<file path="config.mk">
export PLATFORM = sky130hd
export DESIGN_NAME = panel_buttons_flat
export DESIGN_NICKNAME = d
export VERILOG_FILES = /design/src/rtl/panel_buttons_pkg.sv /design/src/rtl/panel_buttons_if.sv /design/src/rtl/panel_buttons_debounce.sv /design/src/rtl/panel_buttons.sv /design/src/flat_wrapper.sv
export SDC_FILE = /design/constraint.sdc
export NUM_CORES = 1
export LEC_CHECK = 0
export ABC_AREA = 1
export ABC_CLOCK_PERIOD_IN_PS = 6420
export CAP_MARGIN = 20
export CORE_MARGIN = 2
export CORE_UTILIZATION = 61
export DETAILED_ROUTE_END_ITERATION = 10
export PLACE_DENSITY = 0.78
export SLEW_MARGIN = 5
export SYNTH_ARGS = -nofsm -noshare
export SYNTH_HDL_FRONTEND = slang
export SYNTH_SLANG_ARGS = --single-unit
</file>
<file path="constraint.sdc">
create_clock -name clk -period 6.42 [get_ports clk]
set_input_delay 1.284 -clock clk [delete_from_list [all_inputs] [get_ports clk]]
set_output_delay 1.284 -clock clk [all_outputs]
set_load 0.01 [all_outputs]
</file>
<file path="src/rtl/panel_buttons_pkg.sv">
// Shared constants for the front-panel button conditioner: button indices,
// gating/repeat masks and the arbiter state encoding.
package panel_pkg;

    localparam int NUM_BTNS         = 6;
    localparam int BTN_STEP         = 0;
    localparam int BTN_EXAMINE      = 1;
    localparam int BTN_EXAMINE_NEXT = 2;
    localparam int BTN_DEPOSIT      = 3;
    localparam int BTN_DEPOSIT_NEXT = 4;
    localparam int BTN_RESET        = 5;

    localparam logic [NUM_BTNS-1:0] PAUSE_GATED_MASK = 6'b111110;
    localparam logic [NUM_BTNS-1:0] REPEAT_MASK      = 6'b010100;

    typedef enum logic [1:0] {
        ST_IDLE    = 2'd0,
        ST_HELD    = 2'd1,
        ST_LOCKOUT = 2'd2
    } arb_state_e;

    // Index of the lowest set bit; 0 when nothing is set.
    function automatic logic [2:0] lowest_set(input logic [NUM_BTNS-1:0] v);
        lowest_set = '0;
        for (int i = NUM_BTNS - 1; i >= 0; i--) begin
            if (v[i]) lowest_set = 3'(i);
        end
    endfunction

endpackage

</file>
<file path="src/rtl/panel_buttons_if.sv">
// Front-panel button bundle: raw buttons and pause switch in, conditioned
// levels and one-cycle press/release pulses out, plus arbiter state for debug.
interface panel_buttons_if;

    logic [panel_pkg::NUM_BTNS-1:0] btn_raw;
    logic                           pause_mode;
    logic [panel_pkg::NUM_BTNS-1:0] btn_level;
    logic [panel_pkg::NUM_BTNS-1:0] btn_press;
    logic [panel_pkg::NUM_BTNS-1:0] btn_release;
    logic                           busy;
    panel_pkg::arb_state_e          state_dbg;

    modport master (
        output btn_raw, pause_mode,
        input  btn_level, btn_press, btn_release, busy, state_dbg
    );

    modport slave (
        input  btn_raw, pause_mode,
        output btn_level, btn_press, btn_release, busy, state_dbg
    );

endinterface

</file>
<file path="src/rtl/panel_buttons_debounce.sv">
// One button: 2-flop synchroniser followed by a stability counter that flips
// the debounced level after DEBOUNCE_CYCLES consecutive differing samples.
module panel_debounce #(
    parameter int DEBOUNCE_CYCLES = 250000
) (
    input  logic clk,
    input  logic reset,
    input  logic raw,
    output logic level
);

    localparam int CW = $clog2(DEBOUNCE_CYCLES);

    logic          meta_q, sync_q;
    logic          level_q, level_d;
    logic [CW-1:0] cnt_q, cnt_d;

    always_ff @(posedge clk or posedge reset) begin
        if (reset) begin
            meta_q  <= 1'b0;
            sync_q  <= 1'b0;
            level_q <= 1'b0;
            cnt_q   <= '0;
        end else begin
            meta_q  <= raw;
            sync_q  <= meta_q;
            level_q <= level_d;
            cnt_q   <= cnt_d;
        end
    end

    // Any sample matching the current level restarts the count.
    always_comb begin
        level_d = level_q;
        cnt_d   = '0;
        if (sync_q != level_q) begin
            if (cnt_q == CW'(DEBOUNCE_CYCLES - 1)) level_d = ~level_q;
            else                                   cnt_d   = cnt_q + 1'b1;
        end
    end

    assign level = level_q;

endmodule

</file>
<file path="src/rtl/panel_buttons.sv">
// Front-panel button conditioner: debounce, single-owner arbitration, pause
// gating. Optional auto-repeat on the *_NEXT buttons under PANEL_AUTO_REPEAT_EN.
module panel_buttons
    import panel_pkg::*;
#(
    parameter int DEBOUNCE_CYCLES = 250000
`ifdef PANEL_AUTO_REPEAT_EN
    ,
    parameter int REPEAT_DELAY    = 12500000,
    parameter int REPEAT_RATE     = 2500000
`endif
) (
    input logic            clk,
    input logic            reset,
    panel_buttons_if.slave bus
);

    logic [NUM_BTNS-1:0] level, rise, rise_any, others, gate, owner_bit, sel_bit;
    logic [NUM_BTNS-1:0] lvl_prev_q;
    logic [NUM_BTNS-1:0] press_q, press_d, release_q, release_d, pend_q, pend_d;
    logic [2:0]          owner_q, owner_d, sel;
    arb_state_e          state_q, state_d;

    for (genvar g = 0; g < NUM_BTNS; g++) begin : g_deb
        panel_debounce #(.DEBOUNCE_CYCLES(DEBOUNCE_CYCLES)) u_deb (
            .clk   (clk),
            .reset (reset),
            .raw   (bus.btn_raw[g]),
            .level (level[g])
        );
    end

`ifdef PANEL_AUTO_REPEAT_EN
    localparam int RPT_MAX = (REPEAT_DELAY > REPEAT_RATE) ? REPEAT_DELAY : REPEAT_RATE;
    localparam int RCW     = $clog2(RPT_MAX) + 1;
    logic [RCW-1:0] rpt_cnt_q, rpt_cnt_d;
    logic           rpt_first_q, rpt_first_d;
    logic           rpt_ok;
`endif

    always_ff @(posedge clk or posedge reset) begin
        if (reset) begin
            lvl_prev_q <= '0;
            press_q    <= '0;
            release_q  <= '0;
            pend_q     <= '0;
            owner_q    <= '0;
            state_q    <= ST_IDLE;
        end else begin
            lvl_prev_q <= level;
            press_q    <= press_d;
            release_q  <= release_d;
            pend_q     <= pend_d;
            owner_q    <= owner_d;
            state_q    <= state_d;
        end
    end

`ifdef PANEL_AUTO_REPEAT_EN
    always_ff @(posedge clk or posedge reset) begin
        if (reset) begin
            rpt_cnt_q   <= '0;
            rpt_first_q <= 1'b1;
        end else begin
            rpt_cnt_q   <= rpt_cnt_d;
            rpt_first_q <= rpt_first_d;
        end
    end
`endif

    assign rise      = level & ~lvl_prev_q;
    // A rise seen on the cycle LOCKOUT exits is replayed from pend_q in IDLE.
    assign rise_any  = rise | pend_q;
    assign sel       = lowest_set(rise_any);
    assign sel_bit   = NUM_BTNS'(1) << sel;
    assign owner_bit = NUM_BTNS'(1) << owner_q;
    assign others    = level & ~owner_bit;
    assign gate      = bus.pause_mode ? '1 : ~PAUSE_GATED_MASK;

    always_comb begin
        state_d   = state_q;
        owner_d   = owner_q;
        press_d   = '0;
        release_d = '0;
        pend_d    = '0;
`ifdef PANEL_AUTO_REPEAT_EN
        rpt_cnt_d   = rpt_cnt_q;
        rpt_first_d = rpt_first_q;
        rpt_ok      = REPEAT_MASK[owner_q] && bus.pause_mode;
`endif
        case (state_q)
            ST_IDLE: begin
                if (|rise_any) begin
                    owner_d = sel;
                    press_d = sel_bit & gate;
                    state_d = ST_HELD;
`ifdef PANEL_AUTO_REPEAT_EN
                    rpt_cnt_d   = '0;
                    rpt_first_d = 1'b1;
`endif
                end
            end
            ST_HELD: begin
                if (!level[owner_q]) begin
                    release_d = owner_bit & gate;
                    state_d   = (|others) ? ST_LOCKOUT : ST_IDLE;
                end
`ifdef PANEL_AUTO_REPEAT_EN
                else if (!rpt_ok) begin
                    rpt_cnt_d   = '0;
                    rpt_first_d = 1'b1;
                end else if (rpt_cnt_q == (rpt_first_q ? RCW'(REPEAT_DELAY - 1)
                                                       : RCW'(REPEAT_RATE - 1))) begin
                    press_d     = owner_bit;
                    rpt_cnt_d   = '0;
                    rpt_first_d = 1'b0;
                end else if (rpt_cnt_q != '1) begin
                    rpt_cnt_d = rpt_cnt_q + 1'b1;
                end
`endif
            end
            ST_LOCKOUT: begin
                if ((level & ~rise) == '0) begin
                    state_d = ST_IDLE;
                    pend_d  = rise;
                end
            end
            default: state_d = ST_IDLE;
        endcase
    end

    assign bus.btn_level   = level;
    assign bus.btn_press   = press_q;
    assign bus.btn_release = release_q;
    assign bus.busy        = (state_q != ST_IDLE);
    assign bus.state_dbg   = state_q;

endmodule

</file>
<file path="src/flat_wrapper.sv">
// flat-port wrapper written by rule: the top's interface ports become plain ports
module panel_buttons_flat import panel_pkg::*;
#(
    parameter int DEBOUNCE_CYCLES = 250000

)
  (clk, reset, bus_btn_raw, bus_pause_mode, bus_btn_level, bus_btn_press, bus_btn_release, bus_busy, bus_state_dbg);
  panel_buttons_if bus_i ();
  input logic clk;
  input logic reset;
  input wire logic [$bits(bus_i.btn_raw)-1:0] bus_btn_raw;
  input wire logic [$bits(bus_i.pause_mode)-1:0] bus_pause_mode;
  output wire logic [$bits(bus_i.btn_level)-1:0] bus_btn_level;
  output wire logic [$bits(bus_i.btn_press)-1:0] bus_btn_press;
  output wire logic [$bits(bus_i.btn_release)-1:0] bus_btn_release;
  output wire logic [$bits(bus_i.busy)-1:0] bus_busy;
  output wire logic [$bits(bus_i.state_dbg)-1:0] bus_state_dbg;
  assign bus_i.btn_raw = bus_btn_raw;
  assign bus_i.pause_mode = bus_pause_mode;
  assign bus_btn_level = bus_i.btn_level;
  assign bus_btn_press = bus_i.btn_press;
  assign bus_btn_release = bus_i.btn_release;
  assign bus_busy = bus_i.busy;
  assign bus_state_dbg = bus_i.state_dbg;
  panel_buttons #(.DEBOUNCE_CYCLES(DEBOUNCE_CYCLES)) u_core (.clk(clk), .reset(reset), .bus(bus_i));
endmodule
</file>
* Word level (Yosys, flattened, before mapping)
Cells that the tools add are included.
** Cells by class
- $add $sub $neg :: 6
- $lt $le $gt $ge :: 1
- Equal/unequal tests :: 17
- Shifts and indexed selects :: 2
- Multiplexer cells :: 32
- Bitwise operators :: 15
- Reductions and logical operators :: 13
** Operators with widths (count)
- $mux 18 :: 12
- $add 18x1->18 const B :: 6
- $eq 18x18->1 const B :: 6
- $mux 6 :: 7
- $and 6x6->6 :: 5
- $mux 3 :: 6
- $not 6->6 :: 3
- $reduce_and 2->1 :: 7
- $reduce_or 6->1 :: 2
- $shl 1x3->6 const A :: 2
- $mux 2 :: 4
- $logic_not 6->1 :: 1
- $ne 1x1->1 :: 6
- $not 1->1 :: 6
- $or 6x6->6 :: 1
- $pmux 2 s3 :: 1
- $lt 3x4->1 const B :: 1
- $ne 2x1->1 const B :: 2
- $bmux 1 s3 :: 1
- $reduce_and 3->1 :: 1
- $eq 2x1->1 const B :: 1
- $eq 2x2->1 const B :: 1
- $logic_not 2->1 :: 1
- $ne 2x2->1 const B :: 1
- 2 further kinds :: 2
** Storage, ports and cells
- Register bits :: 155
- Bits of input ports :: 9
- Output and inout bits :: 21
- Word-level logic and storage cells :: 116

* Logic depth before layout (Yosys ltp)
- Depth in word-level cells :: 13
- Gate-level depth with buffers :: 9
- Mapped depth without buffers :: 9

* Hierarchy
Synthesis repeated with hierarchy kept, for this count alone.
** Second synthesis, totals
- Cell total of the unflattened synthesis :: 989
- Area, all modules :: 8306.7 sq um
** Modules (own cells, without submodules)
- panel_debounce :: times used 6, cells each 139, area an instance 1159.9 sq um, seq. area each 525.5 sq um
- panel_buttons :: times used 1, cells each 155, area an instance 1347.5 sq um, seq. area each 725.7 sq um

* Least setup slack after synthesis
No wires, ideal clock.
- Path type :: reg2out
- From :: register u_core.state_q[0] (netlist: u_core.bus.state_dbg[0])
- To :: output port bus_busy
- Arrival time :: 0.724 ns
- Data required time :: 5.136 ns
- Setup slack :: 4.412 ns
- Stages on the path, launching flop included :: 3
- Buffers on the path :: 0
- Path through :: dfrtp_1 nor2_1 inv_1
** On the way
- Cells in the longest elaborated chain, start to end :: 1
** RTL lines
- start: declaration :: RTL line panel_buttons.sv:22 : arb_state_e state_q, state_d;
- start signal: assignment :: RTL line panel_buttons.sv:55 : state_q <= state_d;
- $reduce_bool 2->1 :: RTL line panel_buttons.sv:135 : assign bus.busy = (state_q != ST_IDLE);
- end: declaration :: RTL line flat_wrapper.sv:16 : output wire logic [$bits(bus_i.busy)-1:0] bus_busy;
No other way between the ends.

* Worst setup path in the final report
- From :: register u_core.state_q[1] (netlist: u_core.bus.state_dbg[1])
- To :: output port bus_busy
The elaborated chain is that of the path after synthesis.

==> out/metrics.cfg <==
[cells_and_area]
ff_latch_area_sq_um=3879
nets=1067
multi_input_area_sq_um=3458
area_growth_pct=12.59
antennaDiodeCount=0
drive_gt1_share_pct=10.71
final_cell_mix=229 x nand2_1, 176 x nor2_1, 155 x dfrtp_1
nFillCells=1035
final_common_cell=nand2_1

[setup_path]
cp_max_fo=4
cp.arrival_ns=1.70
path_cells=nor2_1 > inv_1 > clkdlybuf4s50_1
cp_slowest_stage_delay_ns=0.50
worst-setup-path-type=reg -> out
timing.critical_path.required_ns=5.14
slowest_stage=clkdlybuf4s50_1
r2r_slack_ns=4.78
cp-start-kind=flop
cp-end-kind=output pin

[die]
start_util_pct=62.81
die_y_um=118.2
dieArea_sq_um=13980
core_sq_um=12670
ios=30
die_w_um=118.2
core.rowCount=41

[cts]
cts_inserted_buffers=17
hold_buffers=0
clkSinkCount=155
cts_buffer_depth=2
cts_tree=done
path_clk_slew_ns=0.06
insertion_delay_ns=0.43
postCtsSetupBuffers=0
htree_levels=4
ctsResizeCount=0
clockRootBuffer=clkbuf_16

[detailed_routing]
first_pass_iters=7
drc=0
viasPerCell=5.172
num_vias=6392
postRouteAntennaNets=0
wl_per_cell_um=12.47
routed_wl_mm=15.42
first_iter_violations=517

[outcome]
status=finished clean

[yosys]
ys_ff_latch=155
ys_types=31
yosysSeqAreaShare_pct=48.73
async_flop_share_pct=100.0
ys_warn_count=0
synth_top_family_by_area=simple AND/OR/NAND/NOR gates
synth_compound_area_share_pct=3.081
synth_area_sq_um=7959
netlist_instances=1011
avgSynthCellArea_sq_um=7.872
syn_nets=1026
synth-xor-area-share_pct=4.842
synthMuxAreaShare_pct=0
synth-adder-area-share_pct=0.9432
synth_ff_type=dfrtp_1
synthSimpleGateAreaFrac_pct=34.59
synth_edf_count=0

[placed_design]
numPortBuffers=29
dp_slack_ns=3.197
dp_hpwl_mm=11.08
gp_congestion=0.8613

[global_routing]
grt.total_usage_pct=23.93
grt_pass1_wl_mm=27.05
overflow=0
antenna_found_initial=0
grt_max_degree=98
grt_pass1_vias=5915

[sta]
finalSetupViolations=0
fin_ws_ns=3.433
finClkSkew_ns=0.007117
fin_tns_setup_ns=0
fmax_mhz=334.8
rsz0062_at_grt=false
worstMarginPinSlew_ns=0.8885
hold_violations=0
finalMaxSlewViolations=0
min_period_over_period_pct=46.53
post-route-min-period_ns=2.987
hold-worst-slack_ns=0.3486
relSlewSlack_pct=40.76

[min_path]
min_path_type=reg -> reg

[power]
ir_drop_mv=0.1805
power_mw=1.974
p_leak_nw=4.124
powerDensity_nw_per_um2=220.2

[job]
max_cap_violations=0

synth_stat cells (all sizes together), types with 2 or more instances:
library cell | instances | area share [%]
a211oi | 2 | 0.19
a21oi | 18 | 1.1
and3 | 2 | 0.16
buf | 8 | 0.69
dfrtp | 155 | 49
ha | 6 | 0.94
inv | 151 | 7.1
nand2 | 234 | 11
nand3 | 61 | 4.3
nand3b | 2 | 0.19
nand4 | 19 | 1.5
nor2 | 204 | 11
nor3 | 77 | 6.1
nor3b | 2 | 0.19
o21ai | 16 | 1.0
o21bai | 6 | 0.57
xnor2 | 8 | 0.88
xor2 | 36 | 4.0
sequential cells by signal, summed over array words and instances (netlist names):
name / count
u_core.bus.btn_press: 6
u_core.bus.btn_release: 6
u_core.bus.state_dbg: 2
u_core.g_deb.u_deb.cnt_q: 108
u_core.g_deb.u_deb.level: 6
u_core.g_deb.u_deb.meta_q: 6
u_core.g_deb.u_deb.sync_q: 6
u_core.lvl_prev_q: 6
u_core.owner_q: 3
u_core.pend_q: 6
layout make-up:
class	instances	area share, %
Inverter	151	6.381
Tap cell	172	2.402
Clock inverter	10	0.7679
Timing Repair Buffer	30	3.323
Multi-Input combinational cell	697	38.59
Clock buffer	21	5.250
Sequential cell	155	43.28
stage by stage:
| stage | cells | instance area (sq um) | util, % |
|---|---|---|---|
| finish | 1236 | 8961 | 70.72 |
| global route | 1236 | 8961 | 70.72 |
| CTS | 1236 | 8961 | 70.72 |
| detailed placement | 1205 | 8422 | 66.47 |
| global placement | 1205 | 8422 | 66.47 |
| floorplan | 1011 | 7959 | - |
cell families after synthesis:
| kind of cell | Yosys count |
|---|---|
| xor gates and xnor gates | 44 |
| AOI/OAI and AO/OA | 44 |
| adders and majority gates | 6 |
| buffers and inverters | 159 |
| and+or+nand+nor | 603 |
| DFF | 155 |
metal layers:
layer | global-route usage, % | wire length (um) | vias to the layer above
li1 | - | - | 3253
met3 | 5.405 | 656 | 17
met2 | 38.58 | 7365 | 141
met1 | 32.33 | 7226 | 2981
met4 | 7.605 | 169 | 0
met5 | 0 | 0 | -
path summary, 6_finish.rpt:
check	start	end	cells after the start
worst max-delay path	u_core.bus.state_dbg[1]	bus_busy	3
worst min-delay path	u_core.g_deb[3].u_deb.meta_q	u_core.g_deb[3].u_deb.sync_q	0
worst max register to register	u_core.g_deb[4].u_deb.cnt_q[0]	u_core.g_deb[4].u_deb.cnt_q[13]	8
worst min register to register	u_core.g_deb[3].u_deb.meta_q	u_core.g_deb[3].u_deb.sync_q	0
max in group asynchronous	reset	u_core.g_deb[4].u_deb.cnt_q[14]	3
min in group asynchronous	reset	u_core.g_deb[2].u_deb.cnt_q[7]	2
report_power, final:
group	internal, mW	switching (mW)	leakage, nW
logic	0.0172	0.0429	1.74
registers	0.990	0.0104	2.12
clock network	0.521	0.392	0.261
total	1.53	0.445	4.12
worst max-delay path: cells and delay by family, from the launching register on:
family        cells  cell delay (ns)
flops             1             0.40
simple gates      1             0.24
buf+inv           2             0.64
(Power assumes the default switching activity.)
